[src/rtl/draw_sprite_sheet.sv]
// draw_sprite_sheet
//
// Sprite-sheet renderer for the VGA pixel path. It maps the current scan position onto a
// word address in an external sprite ROM that holds NUM_IMG equally sized images back to
// back. It then returns the fetched colour together with a per-pixel hit flag for the
// compositor. Image changes requested mid-frame are held in a pending register and only
// become active at a frame boundary, which prevents tearing. Optional 2x scaling and
// frame-counted blinking are provided.
//
// Pipeline (one pixel per cycle, no stalls):
//   edge 1  stage 1: window test, source coordinates, image index
//   edge 2  stage 2: rom_addr registered (ROM samples it on the next edge)
//   edge 3  ROM data valid; inside flag delayed to line up with rom_q
//   edge 4  stage 3: out_hit / out_data registered
// The result appears three edges after the edge that samples x_pos/y_pos.
//
// Ports:
//   vga_clk        pixel clock (sole clock)
//   reset          synchronous, active-high
//   x_pos, y_pos   current scan column / row
//   origin_x/y     sprite top-left corner on screen
//   img_sel        requested image index
//   img_sel_valid  one-cycle strobe loading img_sel into the pending register
//   frame_start    one-cycle strobe at the first pixel of a frame
//   scale2x        draw each source pixel as a 2x2 block
//   blink_en       enable periodic hiding
//   rom_addr       address to the sprite ROM (1-cycle registered read)
//   rom_q          ROM data, valid the cycle after rom_addr
//   out_data       pixel colour, 0 when not hit
//   out_hit        sprite is opaque at this pixel

module draw_sprite_sheet #(
    parameter int unsigned          IMG_W        = 92,
    parameter int unsigned          IMG_H        = 42,
    parameter int unsigned          NUM_IMG      = 3,
    parameter int unsigned          ADDR_W       = 14,
    parameter int unsigned          DATA_W       = 24,
    parameter logic [DATA_W-1:0]    TRANSP       = 24'hFF00FF,
    parameter int unsigned          BLINK_FRAMES = 16,
    // Derived widths; not meant to be overridden.
    parameter int unsigned          SEL_W        = (NUM_IMG > 1) ? $clog2(NUM_IMG) : 1,
    parameter int unsigned          BCNT_W       = (BLINK_FRAMES > 1) ? $clog2(BLINK_FRAMES) : 1
) (
    input  logic              vga_clk,
    input  logic              reset,
    input  logic [9:0]        x_pos,
    input  logic [9:0]        y_pos,
    input  logic [9:0]        origin_x,
    input  logic [9:0]        origin_y,
    input  logic [SEL_W-1:0]  img_sel,
    input  logic              img_sel_valid,
    input  logic              frame_start,
    input  logic              scale2x,
    input  logic              blink_en,
    output logic [ADDR_W-1:0] rom_addr,
    input  logic [DATA_W-1:0] rom_q,
    output logic [DATA_W-1:0] out_data,
    output logic              out_hit
);

    // Window sizes, one-to-one and doubled.
    localparam logic [10:0] W_NORM = 11'(IMG_W);
    localparam logic [10:0] H_NORM = 11'(IMG_H);
    localparam logic [10:0] W_DBL  = 11'(2 * IMG_W);
    localparam logic [10:0] H_DBL  = 11'(2 * IMG_H);

    // Constant multipliers for the address computation.
    localparam logic [ADDR_W-1:0] ROW_STRIDE = ADDR_W'(IMG_W);
    localparam logic [ADDR_W-1:0] IMG_SIZE   = ADDR_W'(IMG_W * IMG_H);

    localparam logic [BCNT_W-1:0] BCNT_MAX = BCNT_W'(BLINK_FRAMES - 1);

    // ------------------------------------------------------------------
    // Image select: pending / active
    // ------------------------------------------------------------------
    logic [SEL_W-1:0] pending;
    logic [SEL_W-1:0] active;
    logic             sel_ok;
    logic [SEL_W-1:0] pending_next;
    logic [SEL_W-1:0] active_next;

    always_comb begin
        sel_ok       = img_sel_valid && (32'(img_sel) < NUM_IMG);
        pending_next = sel_ok ? img_sel : pending;
        // A frame_start in the same cycle as a valid strobe takes the new index directly,
        // and the pixel sampled in this cycle already uses it.
        active_next  = frame_start ? pending_next : active;
    end

    always_ff @(posedge vga_clk) begin
        if (reset) begin
            pending <= '0;
            active  <= '0;
        end else begin
            pending <= pending_next;
            active  <= active_next;
        end
    end

    // ------------------------------------------------------------------
    // Blink control
    // ------------------------------------------------------------------
    logic [BCNT_W-1:0] bcnt;
    logic              visible;

    always_ff @(posedge vga_clk) begin
        if (reset) begin
            bcnt    <= '0;
            visible <= 1'b1;
        end else if (!blink_en) begin
            bcnt    <= '0;
            visible <= 1'b1;
        end else if (frame_start) begin
            if (bcnt == BCNT_MAX) begin
                bcnt    <= '0;
                visible <= ~visible;
            end else begin
                bcnt <= bcnt + BCNT_W'(1);
            end
        end
    end

    // ------------------------------------------------------------------
    // Stage 1: window test and source coordinates
    // ------------------------------------------------------------------
    logic [10:0] dx;
    logic [10:0] dy;
    logic [10:0] w_eff;
    logic [10:0] h_eff;
    logic        in_win;
    logic [9:0]  sx_next;
    logic [9:0]  sy_next;

    always_comb begin
        // Bit 10 is the borrow: sprite origin lies right of / below the scan position.
        dx     = {1'b0, x_pos} - {1'b0, origin_x};
        dy     = {1'b0, y_pos} - {1'b0, origin_y};
        w_eff  = scale2x ? W_DBL : W_NORM;
        h_eff  = scale2x ? H_DBL : H_NORM;
        in_win = !dx[10] && !dy[10] && ({1'b0, dx[9:0]} < w_eff) && ({1'b0, dy[9:0]} < h_eff);
        sx_next = scale2x ? {1'b0, dx[9:1]} : dx[9:0];
        sy_next = scale2x ? {1'b0, dy[9:1]} : dy[9:0];
    end

    logic             inside_s1;
    logic [9:0]       sx_s1;
    logic [9:0]       sy_s1;
    logic [SEL_W-1:0] img_s1;

    always_ff @(posedge vga_clk) begin
        if (reset) begin
            inside_s1 <= 1'b0;
            sx_s1     <= '0;
            sy_s1     <= '0;
            img_s1    <= '0;
        end else begin
            inside_s1 <= in_win;
            sx_s1     <= sx_next;
            sy_s1     <= sy_next;
            img_s1    <= active_next;
        end
    end

    // ------------------------------------------------------------------
    // Stage 2: ROM address
    // ------------------------------------------------------------------
    logic [ADDR_W-1:0] addr_next;
    logic              inside_d1;
    logic              inside_d2;

    always_comb begin
        addr_next = ADDR_W'(img_s1) * IMG_SIZE + ADDR_W'(sy_s1) * ROW_STRIDE + ADDR_W'(sx_s1);
    end

    always_ff @(posedge vga_clk) begin
        if (reset) begin
            rom_addr  <= '0;
            inside_d1 <= 1'b0;
            inside_d2 <= 1'b0;
        end else begin
            rom_addr  <= inside_s1 ? addr_next : '0;
            inside_d1 <= inside_s1;
            // Extra delay matches the registered ROM read so inside_d2 lines up with rom_q.
            inside_d2 <= inside_d1;
        end
    end

    // ------------------------------------------------------------------
    // Stage 3: colour key and output register
    // ------------------------------------------------------------------
    logic out_hit_next;

    always_comb begin
        out_hit_next = inside_d2 && visible && (rom_q != TRANSP);
    end

    always_ff @(posedge vga_clk) begin
        if (reset) begin
            out_hit  <= 1'b0;
            out_data <= '0;
        end else begin
            out_hit  <= out_hit_next;
            out_data <= out_hit_next ? rom_q : '0;
        end
    end

endmodule

[config.mk]
export PLATFORM = sky130hd
export DESIGN_NAME = draw_sprite_sheet
export DESIGN_NICKNAME = d
export VERILOG_FILES = /design/src/rtl/draw_sprite_sheet.sv
export SDC_FILE = /design/constraint.sdc
export NUM_CORES = 1
export LEC_CHECK = 0
export CAP_MARGIN = 15
export CELL_PAD_IN_SITES_DETAIL_PLACEMENT = 1
export CELL_PAD_IN_SITES_GLOBAL_PLACEMENT = 2
export CORE_MARGIN = 3
export CORE_UTILIZATION = 33
export CTS_CLUSTER_SIZE = 16
export DETAILED_ROUTE_END_ITERATION = 8
export PLACE_DENSITY_LB_ADDON = 0.12
export SYNTH_ARGS = -nofsm -noshare
export SYNTH_HDL_FRONTEND = slang
export SYNTH_SLANG_ARGS = --single-unit
[constraint.sdc]
create_clock -name vga_clk -period 8.2 [get_ports vga_clk]
set_clock_uncertainty 0.15 [all_clocks]
set_input_delay 1.23 -clock vga_clk [delete_from_list [all_inputs] [get_ports vga_clk]]
set_output_delay 1.23 -clock vga_clk [all_outputs]
set_load 0.005 [all_outputs]
# Word-level counts from Yosys, hierarchy flattened

Index checks and enable logic that the tools add are counted.

Add/sub/neg operators: 5
Multipliers: 2
Order comparisons: 3
Eq/ne operators: 2
Muxes and demuxes: 6
Bitwise gates (word level): 4
Reductions and logical operators: 13

Operator list:

| kind                    | number |
|---|---|
| $ne A24 B24 Y1 const B  | 1 |
| $sub A10 B10 Y11        | 2 |
| $mux W9                 | 2 |
| $add A14 B10 Y14        | 1 |
| $add A14 B14 Y14        | 1 |
| $mul A10 B5 Y12 const B | 1 |
| $mul A2 B9 Y11 const B  | 1 |
| $lt A10 B7 Y1           | 1 |
| $lt A10 B8 Y1           | 1 |
| $mux W8                 | 1 |
| $reduce_or A2 Y1        | 4 |
| $mux W7                 | 1 |
| $logic_and A1 B1 Y1     | 6 |
| $add A4 B1 Y4 const B   | 1 |
| $eq A4 B4 Y1 const B    | 1 |
| $mux W4                 | 1 |
| $not A1 Y1              | 4 |
| $logic_not A1 Y1        | 2 |
| $lt A2 B2 Y1 const B    | 1 |
| $mux W2                 | 1 |
| $reduce_and A2 Y1       | 1 |

Flip-flop bits (word level): 71
Bits of input ports: 72
Output and inout bits: 39
Word-level logic and storage cells: 49

# Logic depth before layout (Yosys ltp)

Gate-level depths: netlist (run 1).

Depth after elaboration: 5
Mapped depth: 20
Mapped depth without buffers: 20

# Least setup slack after synthesis (run 1)

OpenSTA, ideal clock, no wires.

Path type: register to register
Start point: register sy_s1[2]
End point: register rom_addr[13]
Library setup time: 121 ps
Arrival: 4585 ps
Required time: 7929 ps
Slack: 3345 ps
Cell stages (with the launch flop): 19
Buffers on the path: 0
Period minus slack after synthesis: 4855 ps
Cell sequence: dfxtp_1 ha_1 fa_1 inv_1 fa_1 inv_1 ha_1 and3_1 a2111o_1 xnor2_1 fa_1 inv_1 ha_1 o21ai_0 nand2b_1 a21oi_1 or3_1 and3_1 mux2_2

Cells in the longest elaborated chain, start to end: 3

RTL lines:

| item                   | RTL line | source |
|---|---|---|
| start, declared        | 147      | `logic [9:0] sy_s1;` |
| start signal, assigned | 159      | `sy_s1 <= sy_next;` |
| $mul A10 B5 Y12        | 172      | `addr_next = ADDR_W'(img_s1) * IMG_SIZE + ADDR_W'(sy_s1) * ROW_STRIDE + ADDR_W'(sx_s1);` |
| $add A14 B14 Y14       | 172      |  |
| $add A14 B10 Y14       | 172      |  |
| end signal, assigned   | 181      | `rom_addr <= inside_s1 ? addr_next : '0;` |
| end, declared          | 55       | `output logic [ADDR_W-1:0] rom_addr,` |

Every way passes these cells.
A chain may end at the register's enable or synchronous reset.

# Worst setup path after layout (run 1)

Ends and elaborated chain as after synthesis.

==> run metrics, run 1 <==
post-synth top area share 28.5%; TritonCTS clock tree yes; placed cell count 848; root buffer cell sky130_fd_sc_hd__clkbuf_16; class of the most critical hold timing path reg -> reg; count of unique library cells instantiated by Yosys 55; predominant post-synthesis flop cell sky130_fd_sc_hd__dfxtp_1; CP endpoint kind flop; leakage component of the power 2.99 nW; Arrival @ worst endpoint between 5 and 6 ns; Async S/R FF share, synth 0%; power per cell area 235 nW/um^2; crit path launch type flop; iteration count of the initial detailed-routing pass 4; worst setup slack after layout 3.05 ns; largest cells by area after synthesis sky130_fd_sc_hd__dfxtp_1 (29%), sky130_fd_sc_hd__ha_1 (17%), sky130_fd_sc_hd__fa_1 (9.2%); required time of the critical path 8.27 ns; area of the die 16600 sq um; net count of the finished layout around 840; remaining design rule violation count 0; detailed placement HPWL 10.2 mm; shortest period the worst path allows 5.15 ns; reported net switching power 0.560 mW; switching power share of the total 36.0%; count of instances resized after the clock tree is built 0; total power draw about 1.6 mW; Mean Syn Cell Area 8.87 sq um; highest fanout seen on the critical path 4; number of enable flip-flop cells after synthesis 0; Synth Instances 562; floorplan row count 44; # hold bufs at CTS 0; cell accounting for the most synthesized area sky130_fd_sc_hd__dfxtp_1; remaining max-slew budget at the tightest pin between 50% and 60%; relative contribution of combinational cells to total power roughly 48%; cell with the most instances after synthesis sky130_fd_sc_hd__inv_1; final standard cell count with taps included and fillers excluded 865; wire length per cell around 14 microns; final slew viol count 0; remaining antenna violation count 0; number of antenna violations at the first check in global routing 0; via count slightly above 4000; Max Fclk 194 MHz; number of buffers added for setup after CTS 0; share of the clock period used by the worst path 62.8%; peak supply drop 0.112 mV; internal power contribution roughly 1 mW; global route total overflow 0; number of fill cells in the layout 1706; warning count from the yosys run 0; latest clock arrival within the worst-skew pair 0.33 ns; die span in y 129 microns; Total Negative Setup Slacks 0 ns; maximum number of pins on one net before global-route repair 29; mean number of vias per cell 4.75; wire length of the first global-routing pass between 20 and 25 mm; number of hold-slack violations in the final timing report 0; via count of the first global-routing pass 4275; sequential cell fraction of total power 23.8%; layout cell share with drive strength beyond 1 3.96%; clock input transition at the sequential cells of the worst setup and hold paths 0.06 ns; total of flip-flops plus latches after synthesis between 70 and 80; setup repair after global routing missed its margin false; Max clock buf depth 2; die outline width 129 microns; clock share of power 28.1%; top cells by instance count after synthesis sky130_fd_sc_hd__inv_1 (90), sky130_fd_sc_hd__dfxtp_1 (71), sky130_fd_sc_hd__ha_1 (68); count of pins on the block boundary 111; run status finished, final reports clean; overall track demand over capacity in global routing 15.1%; Port-buffer cells 110; DP Worst Slack 3.05 ns; clk sink count 71; Worst Path Class, Setup reg -> reg; area added between synthesis and finish 33.3%; total nets after synthesis 725; final number of setup-violating endpoints 0; TritonCTS Buffers 9; reg2reg setup slack 3.05 ns; number of DRC violations after detailed-routing iteration 0 approximately 130; max-capacitance violation count 0; diode count 0; Total Wirelength ~12 mm; actual transition at the worst max-transition pin 0.709 ns; initial core utilization 34.0%; Cell Area, Synth between 4000 and 5000 sq um; core outline area 14600 sq um; number of levels in the clock H-tree 3; routability congestion estimate from global placement 0.774; sequential-to-total area share from yosys stat 28.5%
## cell usage in the layout, fill, tap and decap left out, types with 4 or more instances in the layout
cell type / n
sky130_fd_sc_hd__nand2b_1: 11
sky130_fd_sc_hd__mux2_2: 4
sky130_fd_sc_hd__mux2i_1: 4
sky130_fd_sc_hd__a211oi_1: 6
sky130_fd_sc_hd__ha_1: 68
sky130_fd_sc_hd__clkbuf_16: 9
sky130_fd_sc_hd__xnor2_1: 21
sky130_fd_sc_hd__nand4_1: 4
sky130_fd_sc_hd__inv_1: 90
sky130_fd_sc_hd__dfxtp_1: 71
sky130_fd_sc_hd__fa_1: 23
sky130_fd_sc_hd__clkdlybuf4s50_1: 110
sky130_fd_sc_hd__xor2_1: 12
sky130_fd_sc_hd__nand2_1: 21
sky130_fd_sc_hd__nor2b_1: 14
sky130_fd_sc_hd__nor3_1: 11
sky130_fd_sc_hd__o21ai_0: 18
sky130_fd_sc_hd__o21a_1: 10
sky130_fd_sc_hd__a21o_1: 5
sky130_fd_sc_hd__a21oi_1: 28
sky130_fd_sc_hd__and2_1: 31
sky130_fd_sc_hd__nor2_1: 49
## sequential cells by signal (all words and copies together) (netlist names)
signal,flops
bcnt,4
img_s1,2
rom_addr,14
inside_d2,1
out_data,24
pending,2
inside_s1,1
sx_s1,10
visible,1
inside_d1,1
out_hit,1
sy_s1,10
## cell type report
| class | count | area (sq um) | area share, % |
|---|---|---|---|
| flip-flops and latches | 71 | 1420 | 21.4 |
| clock buffers | 12 | 256 | 3.86 |
| clock inverters | 4 | 77.6 | 1.17 |
| multi-input cells | 391 | 3190 | 48.1 |
| inverters | 90 | 338 | 5.09 |
| well taps | 184 | 230 | 3.47 |
| repair buffers | 113 | 1130 | 17.0 |
## path summary, 6_finish.rpt
path / depth (start not counted) / startpoint / endpoint
min reg2reg: 1 / sx_s1[1]$_SDFF_PP0_ / rom_addr[1]$_SDFF_PP0_
max reg2reg: 18 / sy_s1[2]$_SDFF_PP0_ / rom_addr[13]$_SDFF_PP0_
min: 1 / sx_s1[1]$_SDFF_PP0_ / rom_addr[1]$_SDFF_PP0_
max: 18 / sy_s1[2]$_SDFF_PP0_ / rom_addr[13]$_SDFF_PP0_
## stage by stage
step	util (%)	area [sq um]	hold slack (ns)
after CTS	45.3	6630	0.287
after global placement	43.0	6300	0.263
after detailed placement	43.0	6300	0.273
after global routing	45.4	6640	0.305
after floorplan	-	4980	0.256
final	45.4	6640	0.283
## metal layers
metal	up-vias	GRT usage, %	wire (microns)
met5	-	0	0
met4	0	4.57	167
met3	14	1.91	383
met2	68	27.4	6000
met1	1928	18.6	5620
li1	2100	-	-
## logic make-up after synthesis
group	Yosys count	share of synthesized area (%)
AOI/OAI and AO/OA	99	13.5
adders and majority gates	91	26.3
and+or+nand+nor	160	16.6
buffers and inverters	100	7.53
DFF	71	28.5
xor gates and xnor gates	33	5.80
muxes	8	1.71
## critical path, stage by stage (launching register included)
cell and delay [ns]:
sky130_fd_sc_hd__dfxtp_1 0.41, sky130_fd_sc_hd__ha_1 0.28, sky130_fd_sc_hd__fa_1 0.51, sky130_fd_sc_hd__inv_1 0.05
sky130_fd_sc_hd__fa_1 0.50, sky130_fd_sc_hd__inv_1 0.05, sky130_fd_sc_hd__ha_1 0.33, sky130_fd_sc_hd__and3_1 0.20
sky130_fd_sc_hd__a2111o_1 0.48, sky130_fd_sc_hd__xnor2_1 0.17, sky130_fd_sc_hd__fa_1 0.48, sky130_fd_sc_hd__inv_1 0.04
sky130_fd_sc_hd__ha_1 0.33, sky130_fd_sc_hd__o21ai_0 0.10, sky130_fd_sc_hd__nand2b_1 0.10, sky130_fd_sc_hd__a21oi_1 0.08
sky130_fd_sc_hd__or3_1 0.37, sky130_fd_sc_hd__and3_1 0.17, sky130_fd_sc_hd__mux2_2 0.25
## power groups by stage
stage	Combinational (mW)	Clock, mW	Sequential, mW
detailed placement	0.757	0	0.379
floorplan	0.582	0	0.374
global placement	0.747	0	0.378
CTS	0.765	0.447	0.372
global route	0.879	0.466	0.374
finish	0.750	0.437	0.372
Power figures use the tool's default switching activity.
==> run 2: changes to the inputs <==
- CORE_UTILIZATION: 33 -> 28
- clock period: 8.2 -> 4.3 ns (I/O delays scaled with it)
==> run metrics, run 2 (synthesis gave the netlist of run 1 again) <==
wire length per cell 13.3 microns; setup repair after global routing missed its margin true; reg2reg end rom_addr[13]$_SDFF_PP0_; violations in the final reports negative setup slack; area of the die about 19000 sq um; wire length of the first global-routing pass 21.7 mm; peak supply drop 0.262 mV; Hold Slack ~0.28 ns; largest registers in the final layout out_data (24), rom_addr (14); critical path depth 18; multi-input combinational cell area 3250 sq um; register name with the most flops out_data; Total Negative Setup Slacks -0.993 ns; most used cells in the layout excluding fill and tap cells sky130_fd_sc_hd__clkdlybuf4s50_1 (110), sky130_fd_sc_hd__inv_1 (87), sky130_fd_sc_hd__dfxtp_1 (68); largest incremental delay on the critical path 0.53 ns; remaining design rule violation count 0; worst r2r path cells 18; TritonCTS clock tree yes; remaining max-slew budget at the tightest pin 56.9%; relative contribution of combinational cells to total power between 50% and 60%; Arrival @ worst endpoint 4.78 ns; Critical Path End rom_addr[13]$_SDFF_PP0_; diode count 0; Worst path top cell family by delay adder cells; internal power contribution between 2 and 2.5 mW; core outline area 17400 sq um; class of the most critical hold timing path reg -> reg; layout cell share with drive strength beyond 1 10.8%; Seq. cell area 1430 sq um; number of buffers added for setup after CTS 0; highest fanout seen on the critical path 4; clk sink count 71; number of DRC violations after detailed-routing iteration 0 98; global route total overflow 0; remaining antenna violation count 0; reported net switching power 1.17 mW; final number of setup-violating endpoints 4; sequential cell fraction of total power between 20% and 30%; net count of the finished layout 878; most common cell after layout, fill and taps aside sky130_fd_sc_hd__clkdlybuf4s50_1; cell with the largest stage delay on the worst path sky130_fd_sc_hd__fa_1; Max Fclk 212 MHz; Worst R2R Start sy_s1[2]$_SDFF_PP0_; clock input transition at the sequential cells of the worst setup and hold paths ~0.060 ns; max-capacitance violation count 0; combined buffer and inverter count along the critical path 3; floorplan row count 48; cell chain of the critical path ha_4 > fa_1 > inv_1 > fa_1 > inv_2 > ha_4 > and3_1 > a2111o_1 > xnor2_1 > fa_1 > inv_2 > ha_4 > o21ai_1 > nand2b_1 > a21oi_1 > or3_1 > and3_1 > mux2_2; worst setup slack after layout -0.416 ns; count of pins on the block boundary approximately 110; die span in y approximately 140 microns; Max clock buf depth 2; latest clock arrival within the worst-skew pair 0.34 ns; reg2reg setup slack -0.42 ns; number of hold-slack violations in the final timing report 0; initial core utilization 28.7%; die outline width around 140 microns; power per cell area 469 nW/um^2; overall track demand over capacity in global routing 13.4%; run status finished, violations left; required time of the critical path between 4 and 5 ns; iteration count of the initial detailed-routing pass 4; final standard cell count with taps included and fillers excluded 945; leakage component of the power 3.17 nW; # hold bufs at CTS 0; crit path launch type flop; total power draw 3.30 mW; number of fill cells in the layout 2029; via count of the first global-routing pass 4634; share of the clock period used by the worst path 110%; shortest period the worst path allows 4.72 ns; number of levels in the clock H-tree 3; number of antenna violations at the first check in global routing 0; TritonCTS Buffers 9; final slew viol count 0; Total Wirelength about 13 mm; actual transition at the worst max-transition pin roughly 0.64 ns; Worst Setup SP sy_s1[2]$_SDFF_PP0_; via count 4245; clock share of power around 25%; detailed placement HPWL 10.8 mm; CP endpoint kind flop; routability congestion estimate from global placement approximately 0.8; maximum number of pins on one net before global-route repair 26; switching power share of the total 35.3%; root buffer cell sky130_fd_sc_hd__clkbuf_16; flip-flop count of the largest register, all copies and words added 24; Worst Path Class, Setup reg -> reg; placed cell count 929; Port-buffer cells 110; mean number of vias per cell 4.49; area added between synthesis and finish 41.3%
run 2: worst min-delay path by stage:
stage / cells past startpoint / slack [ns] / endpoint / startpoint
global route: 1 / 0.30 / rom_addr[1]$_SDFF_PP0_ / sx_s1[1]$_SDFF_PP0_
floorplan: 1 / 0.26 / rom_addr[0]$_SDFF_PP0_ / sx_s1[0]$_SDFF_PP0_
CTS: 1 / 0.28 / rom_addr[1]$_SDFF_PP0_ / sx_s1[1]$_SDFF_PP0_
global placement: 1 / 0.26 / rom_addr[0]$_SDFF_PP0_ / sx_s1[0]$_SDFF_PP0_
detailed placement: 1 / 0.27 / rom_addr[1]$_SDFF_PP0_ / sx_s1[1]$_SDFF_PP0_
finish: 1 / 0.28 / rom_addr[1]$_SDFF_PP0_ / sx_s1[1]$_SDFF_PP0_
run 2: stage by stage:
| step | cell area (sq um) | worst slack, ns | utilization [%] |
|---|---|---|---|
| 2_1_floorplan | 5040 | -0.241 | - |
| 3_3_place_gp | 6710 | -0.316 | 38.6 |
| 3_5_place_dp | 6710 | -0.442 | 38.6 |
| 4_1_cts | 7040 | -0.431 | 40.6 |
| 5_1_grt | 7040 | -0.577 | 40.6 |
| 6_report | 7040 | -0.416 | 40.6 |
run 2: final cells by class:
cell class	count	share of cell area (%)
Clock buffer	10	3.39
Clock inverter	6	1.31
Inverter	90	4.80
Multi-Input combinational cell	391	46.1
Sequential cell	71	20.3
Tap cell	225	4.00
Timing Repair Buffer	152	20.1
run 2: repair_timing:
action,in CTS,in global routing
endpoints found under the setup margin,4,5
resized for setup,1,2
pin swaps,1,0
run 2: layer usage:
metal  GRT usage, %  wire length, microns
met5              0                     0
met4           3.71                   175
met3           2.13                   424
met2           24.2                  6430
met1           16.5                  5540
run 2: power groups by stage:
stage / Combinational (mW) / Clock (mW) / Sequential [mW]
after global routing: 2.03 / 0.874 / 0.705
after floorplan: 1.17 / 0 / 0.715
after global placement: 1.74 / 0 / 0.715
after CTS: 1.81 / 0.846 / 0.702
final: 1.78 / 0.819 / 0.702
after detailed placement: 1.79 / 0 / 0.717
